**config.mk**
```make
export PLATFORM = sky130hd
export DESIGN_NAME = sll_seq_32
export DESIGN_NICKNAME = d
export VERILOG_FILES = /design/src/rtl/sll_seq_32.sv
export SDC_FILE = /design/constraint.sdc
export NUM_CORES = 1
export LEC_CHECK = 0
export BUFFER_PORTS_ARGS = -buffer_cell sky130_fd_sc_hd__clkbuf_2
export CORE_AREA = 2 2 100 102
export CTS_CLUSTER_SIZE = 10
export DETAILED_ROUTE_END_ITERATION = 10
export DIE_AREA = 0 0 102 104
export GPL_ROUTABILITY_DRIVEN = 0
export HOLD_SLACK_MARGIN = 0.03
export PLACE_DENSITY = 0.76
export SLEW_MARGIN = 40
export SYNTH_ARGS = -nofsm -noshare
export SYNTH_HDL_FRONTEND = slang
export SYNTH_SLANG_ARGS = --single-unit
```
**constraint.sdc**
```tcl
create_clock -name clk -period 1.9 [get_ports clk]
set_input_delay 0 -clock clk [delete_from_list [all_inputs] [get_ports clk]]
set_output_delay 0 -clock clk [all_outputs]
set_load 0.02 [all_outputs]
```
**src/rtl/sll_seq_32.sv**
```systemverilog
// sll_seq_32: multi-cycle logical left shifter for SLL/SLLV.
// Resolves one shamt bit per clock, MSB stage first, behind a start/done
// handshake so the control unit can stall the ALU stage during a shift.
// Latency is fixed: done pulses SBits+1 cycles after the accepted start.
//
// Ports:
//   clk                  in   1      rising-edge clock
//   reset                in   1      synchronous, active-high
//   in_rotate            in   1      rotate-left select (SLL_ROTATE_EN only)
//   in_start             in   1      request, sampled only while out_ready=1
//   in_data_32           in   NBits  operand, captured on accepted start
//   in_shamt_5           in   SBits  shift amount, captured on accepted start
//   out_ready            out  1      high only in IDLE
//   out_busy             out  1      high only in SHIFT
//   out_done             out  1      one-cycle result-valid pulse
//   out_shifted_data_32  out  NBits  result, held until the next accepted start
//
// Build option: define SLL_ROTATE_EN to add in_rotate (ROTL support).

module sll_seq_32 #(
  parameter int unsigned NBits = 32,
  parameter int unsigned SBits = 5
) (
  input  logic             clk,
  input  logic             reset,
`ifdef SLL_ROTATE_EN
  input  logic             in_rotate,
`endif
  input  logic             in_start,
  input  logic [NBits-1:0] in_data_32,
  input  logic [SBits-1:0] in_shamt_5,
  output logic             out_ready,
  output logic             out_busy,
  output logic             out_done,
  output logic [NBits-1:0] out_shifted_data_32
);

  localparam logic [1:0] ST_IDLE  = 2'd0;
  localparam logic [1:0] ST_SHIFT = 2'd1;
  localparam logic [1:0] ST_DONE  = 2'd2;

  localparam logic [SBits-1:0] STAGE_FIRST = SBits'(SBits - 1);

  logic [1:0]       r_state;
  logic [NBits-1:0] r_acc;
  logic [SBits-1:0] r_shamt;
  logic [SBits-1:0] r_stage;
  logic [NBits-1:0] r_result;
  logic             r_ready;
  logic             r_busy;
  logic             r_done;

  logic [1:0]       w_state_nxt;
  logic [NBits-1:0] w_acc_nxt;
  logic [SBits-1:0] w_shamt_nxt;
  logic [SBits-1:0] w_stage_nxt;
  logic [NBits-1:0] w_result_nxt;

  // Shift distance of the current stage: 2**stage.
  logic [SBits-1:0] w_amt;
  logic [NBits-1:0] w_shl;
  logic [NBits-1:0] w_stepped;

  assign w_amt = SBits'(1) << r_stage;
  assign w_shl = r_acc << w_amt;

`ifdef SLL_ROTATE_EN
  logic             r_rot;
  logic             w_rot_nxt;
  logic [SBits-1:0] w_ramt;

  // Bits leaving the MSB re-enter at the LSB; w_amt >= 1 keeps w_ramt in range.
  assign w_ramt    = SBits'(NBits - 32'(w_amt));
  assign w_stepped = r_rot ? (w_shl | (r_acc >> w_ramt)) : w_shl;
`else
  assign w_stepped = w_shl;
`endif

  // State and datapath registers; reset wins over any start in the same cycle.
  always_ff @(posedge clk) begin
    if (reset) begin
      r_state  <= ST_IDLE;
      r_acc    <= '0;
      r_shamt  <= '0;
      r_stage  <= STAGE_FIRST;
      r_result <= '0;
      r_ready  <= 1'b1;
      r_busy   <= 1'b0;
      r_done   <= 1'b0;
`ifdef SLL_ROTATE_EN
      r_rot    <= 1'b0;
`endif
    end else begin
      r_state  <= w_state_nxt;
      r_acc    <= w_acc_nxt;
      r_shamt  <= w_shamt_nxt;
      r_stage  <= w_stage_nxt;
      r_result <= w_result_nxt;
      // Status flags are registered copies of the next state.
      r_ready  <= (w_state_nxt == ST_IDLE);
      r_busy   <= (w_state_nxt == ST_SHIFT);
      r_done   <= (w_state_nxt == ST_DONE);
`ifdef SLL_ROTATE_EN
      r_rot    <= w_rot_nxt;
`endif
    end
  end

  // Next-state and datapath update.
  always_comb begin
    w_state_nxt  = r_state;
    w_acc_nxt    = r_acc;
    w_shamt_nxt  = r_shamt;
    w_stage_nxt  = r_stage;
    w_result_nxt = r_result;
`ifdef SLL_ROTATE_EN
    w_rot_nxt    = r_rot;
`endif
    case (r_state)
      ST_IDLE: begin
        if (in_start) begin
          w_acc_nxt   = in_data_32;
          w_shamt_nxt = in_shamt_5;
          w_stage_nxt = STAGE_FIRST;
`ifdef SLL_ROTATE_EN
          w_rot_nxt   = in_rotate;
`endif
          w_state_nxt = ST_SHIFT;
        end
      end
      ST_SHIFT: begin
        w_acc_nxt = r_shamt[r_stage] ? w_stepped : r_acc;
        if (r_stage == '0) begin
          // Publish only the final value so partial stages never show.
          w_result_nxt = w_acc_nxt;
          w_state_nxt  = ST_DONE;
        end else begin
          w_stage_nxt = r_stage - SBits'(1);
        end
      end
      ST_DONE: begin
        w_state_nxt = ST_IDLE;
      end
      default: begin
        w_state_nxt = ST_IDLE;
      end
    endcase
  end

  assign out_ready           = r_ready;
  assign out_busy            = r_busy;
  assign out_done            = r_done;
  assign out_shifted_data_32 = r_result;

endmodule
```
==> qor.json <==
{
  "root_driver": {"value": "sky130_fd_sc_hd__clkbuf_8"},
  "worst-path-max-fanout": {"value": 7},
  "final.min_clock_period": {"value": 2120, "unit": "ps"},
  "coreArea": {"value": 9550, "unit": "um^2"},
  "cellPowerDensity": {"value": 875, "unit": "nW/um^2"},
  "postLayoutSetupSlackWorst": {"value": -216, "unit": "ps"},
  "synth.top_cell.area_share": {"value": 32.4, "unit": "%"},
  "postSynthNetCount": {"value": 631},
  "timing_worst_setup_path_type": {"value": "flop to flop"},
  "routed_wirelength": {"value": 21700, "unit": "um"},
  "power.combinational.fraction": {"value": 48.8, "unit": "%"},
  "failing_checks": {"value": "negative setup slack"},
  "groute.usage.overall": {"value": 34.6, "unit": "%"},
  "antennaDiodeCount": {"value": 0},
  "crit_arrival": {"value": 2410, "unit": "ps"},
  "hp-class": {"value": "input port to flop"},
  "timing.final.setup_violations": {"value": 28},
  "fillCellCount": {"value": 657},
  "crit_family": {"value": "simple AND/OR/NAND/NOR gates"},
  "setup-tns-final": {"value": -1660, "unit": "ps"},
  "timing_worst_slew_pin_value": {"value": 581, "unit": "ps"},
  "die-width": {"value": 102, "unit": "um"},
  "whs": {"value": 33.1, "unit": "ps"},
  "postSynthRegisterBits": {"value": 79},
  "drive_above_1_share": {"value": 37.6, "unit": "%"},
  "clock_power_share": {"value": 17.9, "unit": "%"},
  "avgViaCountPerCell": {"value": 7.22},
  "syn-cell-area": {"value": 4880, "unit": "um^2"},
  "cp_startpoint_kind": {"value": "flop"},
  "timing.final.crit_share": {"value": 111, "unit": "%"},
  "hold-path-cell-count": {"value": 3},
  "cts_inserted_buffers": {"value": 9},
  "outcome": {"value": "complete, but fails checks"},
  "skew": {"value": 14.6, "unit": "ps"},
  "cts_tree": {"value": "yes"},
  "cts.sinks": {"value": 79},
  "htree_levels": {"value": 3},
  "clk_transition_reported_paths": {"value": 80, "unit": "ps"},
  "hold_end": {"value": "r_acc[16]$_SDFFE_PP0P_"},
  "io_buffer_count": {"value": 74},
  "yosys_most_used_dff": {"value": "sky130_fd_sc_hd__dfxtp_1"},
  "largest_net_degree_at_the_start_of_global_routing": {"value": 52},
  "critical_path_rt": {"value": 2190, "unit": "ps"},
  "r2r-end": {"value": "out_shifted_data_32[19]$_SDFFE_PP0P_"},
  "cp_slowest_cell": {"value": "sky130_fd_sc_hd__nor4_4"},
  "detailed_routing_iterations_pass_1": {"value": 11},
  "worst_setup_path_end_kind": {"value": "flop"},
  "synth-edff-count": {"value": 0},
  "grt_overflow": {"value": 0},
  "asyncSetResetFlopFracSynth": {"value": 0, "unit": "%"},
  "hold_viol": {"value": 0},
  "fmax": {"value": 473, "unit": "MHz"},
  "drtIter0Drc": {"value": 1208},
  "rr_startpoint": {"value": "r_stage[1]$_SDFFE_PP0P_"},
  "place.detailed.hpwl": {"value": 12500, "unit": "um"},
  "synth.avg_cell_area": {"value": 8.28, "unit": "um^2"},
  "design.final.nets": {"value": 783},
  "ios": {"value": 75},
  "worstPathBufferInverterCount": {"value": 4},
  "power.share.sequential": {"value": 33.3, "unit": "%"},
  "antenna_found_initial": {"value": 0},
  "chipHeight": {"value": 104, "unit": "um"},
  "rel_slew_slack": {"value": 61.3, "unit": "%"},
  "critical-path-top-cell-by-count": {"value": "sky130_fd_sc_hd__buf_4"},
  "power_report.internal_total": {"value": 3530, "unit": "uW"},
  "syn_inst": {"value": 589},
  "synth_area_leader_cell": {"value": "sky130_fd_sc_hd__dfxtp_1"},
  "worst-r2r-setup-slack": {"value": -220, "unit": "ps"},
  "synth_sequential_area_ratio": {"value": 32.4, "unit": "%"},
  "synth.yosys.warnings": {"value": 0},
  "route.antenna.remaining_nets": {"value": 0},
  "post-route-drc-count": {"value": 0},
  "num_vias": {"value": 6329},
  "fp.dieArea": {"value": 10600, "unit": "um^2"},
  "placementRows": {"value": 36},
  "report.final.slew_viol_count": {"value": 0},
  "worstRegToRegCells": {"value": 8},
  "initial_core_util": {"value": 51.1, "unit": "%"},
  "clk_latency": {"value": 370, "unit": "ps"},
  "grt_pass1_vias": {"value": 5563},
  "min_from": {"value": "in_data_32[16]"},
  "synth_top_cells_by_area": {"value": "sky130_fd_sc_hd__dfxtp_1, sky130_fd_sc_hd__mux4_2, sky130_fd_sc_hd__a22oi_1"},
  "drv_cap": {"value": 0},
  "critical_path.max_stage_delay": {"value": 460, "unit": "ps"},
  "unrepaired_setup_endpoints_after_global_routing": {"value": "yes"},
  "grt_pass1_wl": {"value": 29100, "unit": "um"},
  "detail_route.wl_per_cell": {"value": 24.7, "unit": "um"},
  "timing.critical_path.cells": {"value": "buf_4, inv_4, buf_4, nand3_1, nor4_4, buf_4, a21oi_2, a311oi_1"},
  "area_growth_synth_to_finish": {"value": 43.1, "unit": "%"},
  "netSwitchingFraction": {"value": 42.1, "unit": "%"},
  "ys_types": {"value": 68},
  "leakagePower": {"value": 0.00254, "unit": "uW"},
  "irDropWorstVdd": {"value": 562, "unit": "uV"},
  "p_sw": {"value": 2570, "unit": "uW"},
  "ctsLongestPathBuffers": {"value": 2},
  "p_total": {"value": 6100, "unit": "uW"}
}
==> flip-flops by register name (all words and copies together) (netlist names) <==
signal,count
r_stage,5
r_state,2
r_acc,32
out_done,1
out_busy,1
r_shamt,5
out_ready,1
out_shifted_data_32,32
==> routing by layer <==
metal	part of all wire [%]	track usage [%]	vias up	routed length, um
li1	-	-	2555	-
met1	34	46.6	2889	7380
met2	42	52.1	632	9080
met3	15	10.1	253	3250
met4	9.1	13.1	0	1970
met5	0	0	-	0
==> power by group through the flow <==
stage / clock (uW) / sequential (uW) / combinational, uW
5_1_grt: 1160 / 2030 / 3080
3_5_place_dp: 0 / 2000 / 2210
4_1_cts: 1090 / 1980 / 2360
6_report: 1090 / 2030 / 2980
2_1_floorplan: 0 / 1980 / 1330
3_3_place_gp: 0 / 2000 / 2160
==> worst reg2reg max path, stage by stage (launching register included) <==
cell,delay [ps]
sky130_fd_sc_hd__dfxtp_4,380
sky130_fd_sc_hd__buf_4,170
sky130_fd_sc_hd__inv_4,140
sky130_fd_sc_hd__buf_4,180
sky130_fd_sc_hd__nand3_1,300
sky130_fd_sc_hd__nor4_4,460
sky130_fd_sc_hd__buf_4,190
sky130_fd_sc_hd__a21oi_2,30
sky130_fd_sc_hd__a311oi_1,200
==> worst max-delay path by stage <==
stage               cells past startpoint  slack, ps               startpoint                                   end
floorplan                               7        -40    r_state[0]$_SDFF_PP0_               r_stage[2]$_SDFFE_PP1P_
global placement                        7       -160  r_stage[1]$_SDFFE_PP0P_  out_shifted_data_32[19]$_SDFFE_PP0P_
detailed placement                      7       -260  r_stage[1]$_SDFFE_PP0P_  out_shifted_data_32[19]$_SDFFE_PP0P_
CTS                                     8        -20  r_stage[4]$_SDFFE_PP0P_  out_shifted_data_32[24]$_SDFFE_PP0P_
global route                            8       -270  r_stage[1]$_SDFFE_PP0P_  out_shifted_data_32[19]$_SDFFE_PP0P_
finish                                  8       -220  r_stage[1]$_SDFFE_PP0P_  out_shifted_data_32[19]$_SDFFE_PP0P_
==> cell families (layout without fill, tap and decap cells) <==
family	Yosys count	count (layout)	share of synthesized area (%)
AO/OA/AOI/OAI	202	202	29.5
XOR/XNOR	4	4	0.719
adder cells (fa/ha/maj)	2	2	0.513
buffers and inverters	72	226	6.36
flip-flops	79	79	32.4
multiplexers	40	40	11.5
AND/OR/NAND/NOR	190	190	19.0
==> what timing repair did <==
item,in CTS,in global routing
resized for setup,29,90
hold endpoints to repair,30,0
setup buffers,1,6
pin swaps,4,27
hold buffers,30,0
endpoints found under the setup margin,58,56
cloned,0,2
==> final cells by class <==
class | instances | area, um^2 | share of cell area, %
clock buffers | 11 | 141 | 2.03
well taps | 133 | 166 | 2.39
flip-flops and latches | 79 | 1600 | 22.9
clock inverters | 2 | 10.0 | 0.143
inverters | 13 | 55.1 | 0.789
multi-input cells | 438 | 3460 | 49.6
repair buffers | 200 | 1540 | 22.1
==> layout by cell type (no fill, tap or decap), types with 7 or more instances in the layout <==
master	n
sky130_fd_sc_hd__clkbuf_2	74
sky130_fd_sc_hd__dfxtp_1	74
sky130_fd_sc_hd__buf_4	74
sky130_fd_sc_hd__nand2_1	51
sky130_fd_sc_hd__nor2_1	49
sky130_fd_sc_hd__dlygate4sd3_1	30
sky130_fd_sc_hd__a21oi_1	27
sky130_fd_sc_hd__a22oi_1	27
sky130_fd_sc_hd__nor3_1	19
sky130_fd_sc_hd__a31oi_1	18
sky130_fd_sc_hd__mux2i_1	17
sky130_fd_sc_hd__a211oi_1	17
sky130_fd_sc_hd__buf_6	15
sky130_fd_sc_hd__a21o_1	14
sky130_fd_sc_hd__mux4_2	12
sky130_fd_sc_hd__a311oi_1	10
sky130_fd_sc_hd__nand3_1	10
sky130_fd_sc_hd__inv_1	10
sky130_fd_sc_hd__clkbuf_8	10
sky130_fd_sc_hd__o21ai_0	9
sky130_fd_sc_hd__nor2b_1	8
sky130_fd_sc_hd__nor3_2	7
sky130_fd_sc_hd__nand2b_1	7
sky130_fd_sc_hd__mux2_2	7
sky130_fd_sc_hd__o22ai_1	7
sky130_fd_sc_hd__o21ai_1	7
sky130_fd_sc_hd__a21oi_2	7
==> Yosys cell counts, types with 8 or more instances <==
library cell / instances
sky130_fd_sc_hd__clkbuf_1: 30
sky130_fd_sc_hd__o21ai_0: 16
sky130_fd_sc_hd__mux4_2: 12
sky130_fd_sc_hd__a22oi_1: 29
sky130_fd_sc_hd__mux2i_1: 21
sky130_fd_sc_hd__nor3_1: 27
sky130_fd_sc_hd__inv_1: 11
sky130_fd_sc_hd__o22ai_1: 8
sky130_fd_sc_hd__nand2_1: 52
sky130_fd_sc_hd__nor2_1: 52
sky130_fd_sc_hd__a311oi_1: 12
sky130_fd_sc_hd__a21oi_1: 34
sky130_fd_sc_hd__a21o_1: 14
sky130_fd_sc_hd__nand3_1: 12
sky130_fd_sc_hd__buf_2: 25
sky130_fd_sc_hd__dfxtp_1: 79
sky130_fd_sc_hd__nor2b_1: 8
sky130_fd_sc_hd__a211oi_1: 22
sky130_fd_sc_hd__a31oi_1: 19
==> stage by stage <==
stage | setup WS, ps | cell area [um^2] | cells | utilization, %
2_1_floorplan | -35.2 | 4880 | 589 | -
3_3_place_gp | -160 | 5870 | 824 | 61.4
3_5_place_dp | -262 | 5870 | 824 | 61.4
4_1_cts | -18.7 | 6440 | 868 | 67.4
5_1_grt | -274 | 6980 | 876 | 73.1
6_report | -216 | 6980 | 876 | 73.1
Power figures use the tool's default switching activity.
